[src/rtl/sd_spi_pkg.sv]
// Shared types and constants for the SD-card SPI master.
//   state_t   : transfer FSM states
//   cs_idx_w  : width of a chip-select index for a given number of selects
//   DEF_*     : default parameter values
package sd_spi_pkg;

    typedef enum logic [1:0] {
        ST_IDLE,
        ST_LOW,
        ST_HIGH,
        ST_DONE
    } state_t;

    localparam int DEF_DATA_W = 8;
    localparam int DEF_NUM_CS = 1;
    localparam int DEF_DIV_W  = 8;

    function automatic int cs_idx_w(input int num_cs);
        return (num_cs > 1) ? $clog2(num_cs) : 1;
    endfunction

endpackage

[src/rtl/sd_spi_clkgen.sv]
// SCK generator for the SD SPI master.
// A half-period down-counter reloaded with the divider captured at load;
// each terminal count toggles SCK and raises the rise or fall strobe.
//   clk, reset : system clock, async active-high reset
//   load       : command accepted; capture div, restart with SCK low
//   div        : half-period minus one, in clk cycles
//   run        : a word is shifting; when low SCK is forced low
//   sck        : serial clock
//   rise, fall : one-cycle strobes, asserted in the cycle before SCK toggles
module sd_spi_clkgen
    import sd_spi_pkg::*;
#(
    parameter int DIV_W = DEF_DIV_W
) (
    input  logic             clk,
    input  logic             reset,
    input  logic             load,
    input  logic [DIV_W-1:0] div,
    input  logic             run,
    output logic             sck,
    output logic             rise,
    output logic             fall
);

    logic [DIV_W-1:0] cnt_q;
    logic [DIV_W-1:0] div_q;
    logic             sck_q;
    logic             tc;

    assign tc   = run && (cnt_q == '0);
    assign rise = tc && !sck_q;
    assign fall = tc && sck_q;
    assign sck  = sck_q;

    always_ff @(posedge clk or posedge reset) begin
        if (reset) begin
            cnt_q <= '0;
            div_q <= '0;
            sck_q <= 1'b0;
        end else if (load) begin
            cnt_q <= div;
            div_q <= div;
            sck_q <= 1'b0;
        end else if (run) begin
            if (tc) begin
                cnt_q <= div_q;
                sck_q <= !sck_q;
            end else begin
                cnt_q <= cnt_q - 1'b1;
            end
        end else begin
            sck_q <= 1'b0;
        end
    end

endmodule

[src/rtl/sd_spi_master.sv]
// SPI mode-0 master engine for the SD-card path.
// One word per command over valid/ready; received word returned with a
// one-cycle rsp_valid pulse. Divider, CS hold and dummy clocking are
// selected per command.
//
//   state | meaning
//   ------+-----------------------------------------------
//   IDLE  | ready for a command; a held CS stays asserted
//   LOW   | SCK low half-period, MSB of tx word on MOSI
//   HIGH  | SCK high half-period, MISO sampled on entry
//   DONE  | one cycle, rsp_valid, CS released unless held
//
// Ports: clk, reset (async active-high), clk_div, cmd_valid/cmd_ready,
// cmd_data, cmd_cs_idx, cmd_hold, cmd_dummy, rsp_valid, rsp_data, busy,
// spi_sck, spi_mosi, spi_miso, spi_cs_n (active-low, one per device).
module sd_spi_master
    import sd_spi_pkg::*;
#(
    parameter int DATA_W = DEF_DATA_W,
    parameter int NUM_CS = DEF_NUM_CS,
    parameter int DIV_W  = DEF_DIV_W
) (
    input  logic                        clk,
    input  logic                        reset,
    input  logic [DIV_W-1:0]            clk_div,
    input  logic                        cmd_valid,
    output logic                        cmd_ready,
    input  logic [DATA_W-1:0]           cmd_data,
    input  logic [cs_idx_w(NUM_CS)-1:0] cmd_cs_idx,
    input  logic                        cmd_hold,
    input  logic                        cmd_dummy,
    output logic                        rsp_valid,
    output logic [DATA_W-1:0]           rsp_data,
    output logic                        busy,
    output logic                        spi_sck,
    output logic                        spi_mosi,
    input  logic                        spi_miso,
    output logic [NUM_CS-1:0]           spi_cs_n
);

    localparam int BCW = $clog2(DATA_W + 1);

    state_t            state_q;
    state_t            state_d;
    logic [DATA_W-1:0] tx_q;
    logic [DATA_W-1:0] rx_q;
    logic [DATA_W-1:0] rsp_q;
    logic [BCW-1:0]    bit_cnt_q;
    logic              hold_q;
    logic              desel_q;
    logic [NUM_CS-1:0] cs_n_q;
    logic [NUM_CS-1:0] sel_n;
    logic              accept;
    logic              run;
    logic              desel;
    logic              last_bit;
    logic              sck_rise;
    logic              sck_fall;

    assign accept   = (state_q == ST_IDLE) && cmd_valid;
    assign run      = (state_q == ST_LOW) || (state_q == ST_HIGH);
    assign last_bit = (bit_cnt_q == BCW'(1));

    // Out-of-range index behaves like a dummy word: nothing selected.
    assign desel = cmd_dummy || (int'(cmd_cs_idx) >= NUM_CS);

    always_comb begin
        sel_n = '1;
        for (int i = 0; i < NUM_CS; i++) begin
            if (!desel && (int'(cmd_cs_idx) == i)) begin
                sel_n[i] = 1'b0;
            end
        end
    end

    sd_spi_clkgen #(
        .DIV_W(DIV_W)
    ) u_clkgen (
        .clk  (clk),
        .reset(reset),
        .load (accept),
        .div  (clk_div),
        .run  (run),
        .sck  (spi_sck),
        .rise (sck_rise),
        .fall (sck_fall)
    );

    always_ff @(posedge clk or posedge reset) begin
        if (reset) begin
            state_q <= ST_IDLE;
        end else begin
            state_q <= state_d;
        end
    end

    always_comb begin
        state_d = state_q;
        case (state_q)
            ST_IDLE: if (cmd_valid) state_d = ST_LOW;
            ST_LOW:  if (sck_rise) state_d = ST_HIGH;
            ST_HIGH: if (sck_fall) state_d = last_bit ? ST_DONE : ST_LOW;
            ST_DONE: state_d = ST_IDLE;
            default: state_d = ST_IDLE;
        endcase
    end

    always_ff @(posedge clk or posedge reset) begin
        if (reset) begin
            tx_q      <= '0;
            rx_q      <= '0;
            rsp_q     <= '0;
            bit_cnt_q <= '0;
            hold_q    <= 1'b0;
            desel_q   <= 1'b1;
            cs_n_q    <= '1;
        end else begin
            // Loading sel_n on accept also drops a select held for another index.
            if (accept) begin
                tx_q      <= cmd_data;
                bit_cnt_q <= BCW'(DATA_W);
                hold_q    <= cmd_hold;
                desel_q   <= desel;
                cs_n_q    <= sel_n;
            end
            if ((state_q == ST_LOW) && sck_rise) begin
                rx_q <= {rx_q[DATA_W-2:0], spi_miso};
            end
            if ((state_q == ST_HIGH) && sck_fall) begin
                if (last_bit) begin
                    rsp_q <= rx_q;
                    if (!(hold_q && !desel_q)) begin
                        cs_n_q <= '1;
                    end
                end else begin
                    bit_cnt_q <= bit_cnt_q - BCW'(1);
                    tx_q      <= {tx_q[DATA_W-2:0], 1'b0};
                end
            end
        end
    end

    assign cmd_ready = (state_q == ST_IDLE);
    assign busy      = !cmd_ready;
    assign rsp_valid = (state_q == ST_DONE);
    assign rsp_data  = rsp_q;
    assign spi_mosi  = (run && !desel_q) ? tx_q[DATA_W-1] : 1'b1;
    assign spi_cs_n  = cs_n_q;

endmodule
[config.mk]
export PLATFORM = sky130hd
export DESIGN_NAME = sd_spi_master
export DESIGN_NICKNAME = d
export VERILOG_FILES = /design/src/rtl/sd_spi_pkg.sv /design/src/rtl/sd_spi_clkgen.sv /design/src/rtl/sd_spi_master.sv
export SDC_FILE = /design/constraint.sdc
export NUM_CORES = 1
export LEC_CHECK = 0
export CORE_MARGIN = 2
export CORE_UTILIZATION = 54
export DETAILED_ROUTE_END_ITERATION = 10
export GPL_ROUTABILITY_DRIVEN = 0
export PLACE_DENSITY = 0.81
export SYNTH_ARGS = -nofsm -noshare
export SYNTH_HDL_FRONTEND = slang
export SYNTH_SLANG_ARGS = --single-unit
export TNS_END_PERCENT = 30
[constraint.sdc]
create_clock -name clk -period 2.95 [get_ports clk]
set_input_delay 0.885 -clock clk [delete_from_list [all_inputs] [get_ports clk]]
set_output_delay 0.885 -clock clk [all_outputs]
set_load 0.02 [all_outputs]
# --- Word-level counts from Yosys, hierarchy flattened ---
# Index checks and enable logic that the tools add are counted.
word_totals:
  wordCells: 66
  output_inout_bits: 14
  input_bits: 23
  register_bits: 50
op_classes:
  n_reduce_logical: 20
  n_eq_ne: 8
  n_addsub: 2
  n_bitwise: 1
  n_lt_le_gt_ge: 1
  n_mux: 23
ops:
  columns: ["op", "count"]
  rows:
  - ["8-bit 2-to-1 mux", 6]
  - ["4-bit 2-to-1 mux", 3]
  - ["1-bit logical AND", 9]
  - ["1-bit 2-to-1 mux", 9]
  - ["8-bit logical NOT", 1]
  - ["2-bit 2-to-1 mux", 4]
  - ["2-bit case mux with 4 select lines", 1]
  - ["8-bit by 1-bit subtractor with 8-bit output, second input constant", 1]
  - ["2-bit != test, second input constant", 3]
  - ["2-bit equality test, second input constant", 2]
  - ["4-bit by 1-bit equality test with 1-bit output, second input constant", 1]
  - ["1-bit logical NOT", 4]
  - ["4-bit by 1-bit subtractor with 4-bit output, second input constant", 1]
  - ["3-bit by 2-bit != test with 1-bit output, second input constant", 1]
  - ["3-bit AND reduction", 1]
  - ["2-bit by 1-bit equality test with 1-bit output, second input constant", 1]
  - ["2-bit logical NOT", 1]
  - ["1-bit logical OR", 2]
  - ["2-bit AND reduction", 1]
  - ["2-bit nonzero test", 1]
  - ["1-bit greater-or-equal comparator, second input constant", 1]
  - ["1-bit NOT", 1]

# --- Logic depth before layout (Yosys ltp) ---
logic_depth:
  depth_word: 9
  ltp_mapped: 9
  ltp_nobuf: 6

# --- Cells and area by module ---
# Synthesis repeated with hierarchy kept, for this count alone.
unflattened:
  hier_cells: 227
  area_unflattened_um2: 2563.7
modules_own_cells:
  columns: ["module", "area_per_inst_um2", "instances", "cells_per_inst"]
  rows:
  - ["sd_spi_master", 1566.5, 1, 139]
  - ["sd_spi_clkgen", 997.2, 1, 88]

# --- Least setup slack after synthesis ---
# OpenSTA, ideal clock, no wires.
synth_path:
  path_type: "flip-flop to output port"
  start: "reg state_q[0]"
  end: "out spi_mosi"
  arrival_time_ns: 1.534
  slack_ns: 0.531
  stages_incl_launch_ff: 5
  t_required_ns: 2.065
  path_cell_list: "dfrtp_1 > inv_1 > ha_1 > clkbuf_1 > or3b_2"
synth_between:
  elab_chain_cells: 4
  elab_cells_between_ends: 5
  classes_between: "2 x eq/ne; 1 x mux; 2 x reduce/logical"
synth_rtl:
  columns: ["element", "line", "text"]
  rows:
  - ["start, declared", "sd_spi_master.sv:43", "state_t state_q;"]
  - ["start signal, assigned", "sd_spi_master.sv:93", "state_q <= state_d;"]
  - ["2-bit by 1-bit equality test with 1-bit output / 2-bit equality test (equally long branches)", "sd_spi_master.sv:61", "assign run = (state_q == ST_LOW) || (state_q == ST_HIGH);"]
  - ["1-bit logical OR *", "sd_spi_master.sv:61", null]
  - ["1-bit logical AND *", "sd_spi_master.sv:147", "assign spi_mosi = (run && !desel_q) ? tx_q[DATA_W-1] : 1'b1;"]
  - ["1-bit 2-to-1 mux *", "sd_spi_master.sv:147", null]
  - ["end, declared", "sd_spi_master.sv:36", "output logic spi_mosi,"]
# Mark *: on every way between the ends. The rest lies on a longest branch, timed or not.

# --- Final worst setup path ---
# Ends and elaborated chain as after synthesis.

==> impl_metrics.prom <==
# TYPE chip_impl_metric gauge
chip_impl_info{name="end_kind",value="output pin"} 1
chip_impl_info{name="run_status",value="finished clean"} 1
chip_impl_metric{name="dp_hpwl",unit="µm"} 3720
chip_impl_metric{name="skew",unit="ns"} 0.00875
chip_impl_metric{name="grt_start_max_net_pins",unit=""} 51
chip_impl_metric{name="cts.clk_slew.worst_paths",unit="ns"} 0.08
chip_impl_metric{name="area_growth_from_synthesis_to_layout",unit="%"} 21.9
chip_impl_metric{name="gr_overflow_total",unit=""} 0
chip_impl_metric{name="grt_first_pass_wirelength",unit="µm"} 9090
chip_impl_info{name="setup.worst_path.class",value="reg -> out"} 1
chip_impl_metric{name="static-leakage-power",unit="nW"} 1.39
chip_impl_metric{name="number_of_rows_in_the_core_area",unit=""} 24
chip_impl_metric{name="timing.fmax",unit="MHz"} 365
chip_impl_metric{name="cap_violations",unit=""} 0
chip_impl_metric{name="clk-insertion-delay-late",unit="ns"} 0.31
chip_impl_metric{name="ratio_of_final_minimum_period_to_clock_period",unit="%"} 92.9
chip_impl_metric{name="worst_slew_margin_rel",unit="%"} 62.7
chip_impl_metric{name="synthesis.instances",unit=""} 244
chip_impl_metric{name="avgRoutedWirePerCell",unit="µm"} 15.2
chip_impl_metric{name="antenna_found_initial",unit=""} 0
chip_impl_metric{name="cp.required",unit="ns"} 2.07
chip_impl_info{name="synth_top_family_by_area",value="simple AND/OR/NAND/NOR gates"} 1
chip_impl_metric{name="drt_first_pass_iters",unit=""} 4
chip_impl_metric{name="die-area",unit="mm²"} 0.00521
chip_impl_metric{name="ys_ff_latch",unit=""} 50
chip_impl_metric{name="synthMuxAreaShare",unit="%"} 11.2
chip_impl_metric{name="crit_fanout",unit=""} 4
chip_impl_info{name="tritoncts",value="built"} 1
chip_impl_metric{name="synthAdderAreaFrac",unit="%"} 3.98
chip_impl_metric{name="dp.cells",unit=""} 332
chip_impl_metric{name="synth_area",unit="mm²"} 0.00251
chip_impl_metric{name="drv_slew",unit=""} 0
chip_impl_metric{name="detailedRoute.firstIterationViolations",unit=""} 108
chip_impl_metric{name="finalCriticalPeriod",unit="ns"} 2.74
chip_impl_metric{name="die_height",unit="µm"} 72.2
chip_impl_metric{name="synth_simple_gate_area_share",unit="%"} 16.9
chip_impl_metric{name="placeableCoreArea",unit="mm²"} 0.00441
chip_impl_metric{name="cts_setup_buffers",unit=""} 0
chip_impl_metric{name="ctsHoldBuffers",unit=""} 0
chip_impl_metric{name="nets",unit=""} 318
chip_impl_metric{name="syn_avg_cell_area",unit="µm²"} 10.3
chip_impl_metric{name="final_hold_viol_count",unit=""} 0
chip_impl_metric{name="portBuffers",unit=""} 36
chip_impl_metric{name="initial_core_util",unit="%"} 56.9
chip_impl_info{name="synth_area_leaders",value="sky130_fd_sc_hd__dfrtp_1 48%, sky130_fd_sc_hd__mux2_2 7.2%, sky130_fd_sc_hd__nand2_1 4.8%"} 1
chip_impl_metric{name="setup-tns-final",unit="ns"} 0
chip_impl_metric{name="irDropWorstVdd",unit="V"} 0.000479
chip_impl_metric{name="synth_xor_xnor_area_share",unit="%"} 0.349
chip_impl_metric{name="fillers",unit=""} 336
chip_impl_metric{name="clock_sink_count",unit=""} 50
chip_impl_info{name="hold_path_class",value="reg -> reg"} 1
chip_impl_metric{name="cts_resized",unit=""} 1
chip_impl_metric{name="synthesis.nets",unit=""} 275
chip_impl_metric{name="route.final.wire_length",unit="µm"} 5170
chip_impl_metric{name="netlist.area_leader.share",unit="%"} 47.8
chip_impl_metric{name="number_of_flops_mapped_to_enable_cells_by_yosys",unit=""} 0
chip_impl_metric{name="antennaDiodeCount",unit=""} 0
chip_impl_metric{name="yosysWarnings",unit=""} 0
chip_impl_info{name="yosys.cell_count.top_type",value="sky130_fd_sc_hd__dfrtp_1"} 1
chip_impl_metric{name="grt_pass1_vias",unit=""} 1984
chip_impl_metric{name="die_width",unit="µm"} 72.2
chip_impl_info{name="synth_largest_area_cell",value="sky130_fd_sc_hd__dfrtp_1"} 1
chip_impl_metric{name="postSynth.asyncResetShare",unit="%"} 100
chip_impl_metric{name="grt_usage",unit="%"} 22.4
chip_impl_info{name="cp-start-kind",value="register"} 1
chip_impl_metric{name="detailroute.via_count",unit=""} 1952
chip_impl_metric{name="final_layout_size_suffix_gt1_share",unit="%"} 15.6
chip_impl_metric{name="average_vias_per_placed_instance",unit=""} 5.74
chip_impl_metric{name="synth.yosys.seq_area_share",unit="%"} 49.9
chip_impl_info{name="grt_setup_unrepaired",value="no"} 1
chip_impl_metric{name="finalNonFillerCells",unit=""} 340
chip_impl_metric{name="drt.antenna.violating_nets",unit=""} 0
chip_impl_info{name="synth_top_cells_by_count",value="48 x sky130_fd_sc_hd__dfrtp_1, 32 x sky130_fd_sc_hd__nand2_1, 18 x sky130_fd_sc_hd__o21ai_0"} 1
chip_impl_metric{name="timing.final.setup_violations",unit=""} 0
chip_impl_metric{name="synth_cell_types",unit=""} 48
chip_impl_metric{name="clk_path_buf_depth",unit=""} 2
chip_impl_metric{name="ios",unit=""} 37
chip_impl_metric{name="drt_drc_violations_left",unit=""} 0
chip_impl_metric{name="synth-compound-area-share",unit="%"} 13.8
chip_impl_metric{name="powerDensity",unit="mW/mm²"} 816
chip_impl_metric{name="worst-slew-pin-transition",unit="ns"} 0.546
chip_impl_metric{name="worst-endpoint-arrival",unit="ns"} 1.86
chip_impl_info{name="synth_ff_type",value="sky130_fd_sc_hd__dfrtp_1"} 1
chip_impl_metric{name="ctsHtreeMaxLevel",unit=""} 2
chip_impl_info{name="root_buffer",value="sky130_fd_sc_hd__clkbuf_8"} 1
chip_impl_metric{name="cts_inserted_buffers",unit=""} 5
-- report_power, final --
group,internal (mW),total (mW),switching [mW]
Sequential,0.903,1.07,0.167
Clock,0.168,0.396,0.228
Combinational,0.466,1.03,0.567
-- per-stage QoR --
| stage | worst slack, ns | hold WS (ns) | area, µm² | power (mW) | util, % |
|---|---|---|---|---|---|
| detailed placement | 0.319 | 0.458 | 2980 | 2.11 | 67.5 |
| finish | 0.208 | 0.478 | 3060 | 2.50 | 69.4 |
| floorplan | 0.531 | 0.437 | 2510 | 1.77 | - |
| global placement | 0.336 | 0.454 | 2980 | 2.07 | 67.5 |
| global route | 0.121 | 0.504 | 3060 | 2.69 | 69.4 |
| CTS | 0.189 | 0.479 | 3060 | 2.51 | 69.4 |
-- layout by cell type, fill, tap and decap left out, drive strengths merged, types with 3 or more instances in the layout --
cell | synthesis | layout
buf | 4 | 10
or3b | 3 | 3
a21oi | 14 | 14
clkbuf | 6 | 6
nor2 | 15 | 15
ha | 8 | 8
a22oi | 3 | 3
mux2i | 9 | 9
nand2 | 32 | 32
nor3 | 6 | 6
clkdlybuf4s50 | 0 | 35
o21a | 3 | 3
or3 | 4 | 4
dfrtp | 48 | 48
nand3 | 6 | 6
o21ai | 20 | 20
mux2 | 17 | 17
a2bb2oi | 3 | 3
inv | 13 | 13
-- registers in the layout, summed over array words and instances, names as in the netlist --
register / flops
hold_q: 1
u_clkgen.div_q: 8
state_q: 2
spi_cs_n: 1
bit_cnt_q: 4
rx_q: 8
u_clkgen.cnt_q: 8
tx_q: 8
desel_q: 1
rsp_data: 8
u_clkgen.sck: 1
-- cells by family after synthesis --
logic type | Yosys count
compound gates | 56
simple gates | 80
flops | 50
mux | 26
buf+inv | 23
xor+xnor | 1
fa+ha+maj | 8
-- final timing paths --
path                              startpoint  cells after the start  slack [ns]           endpoint
max                               state_q[0]                      4        0.21           spi_mosi
max reg2reg                       state_q[0]                      8        0.52            rx_q[1]
min                        u_clkgen.div_q[0]                      2        0.48  u_clkgen.div_q[0]
min in group asynchronous              reset                      3        0.92            tx_q[5]
min reg2reg                u_clkgen.div_q[0]                      2        0.48  u_clkgen.div_q[0]
max in group asynchronous              reset                      3        1.74            desel_q
-- cell type report --
cell class              instances  area (µm²)  area share (%)
clock buffers                   6        72.6            2.37
clock inverters                 2        13.8           0.449
inverters                      13        48.8            1.59
multi-input cells             171        1160            37.9
flip-flops and latches         50        1250            40.9
well taps                      52        65.1            2.12
repair buffers                 46         447            14.6
-- critical path, cell delays in order (launching register included) --
cell	delay [ns]
sky130_fd_sc_hd__dfrtp_1	0.40
sky130_fd_sc_hd__inv_1	0.09
sky130_fd_sc_hd__ha_1	0.29
sky130_fd_sc_hd__or3b_2	0.43
sky130_fd_sc_hd__dlygate4sd2_1	0.33
-- per-layer routing --
| layer | up-vias | track usage, % | wire length, µm |
|---|---|---|---|
| li1 | 950 | - | - |
| met1 | 946 | 29.5 | 2410 |
| met2 | 50 | 36.7 | 2430 |
| met3 | 6 | 5.28 | 271 |
| met4 | 0 | 7.76 | 61 |
| met5 | - | 0 | 0 |
Note: power is estimated with default switching activity, not from simulation.
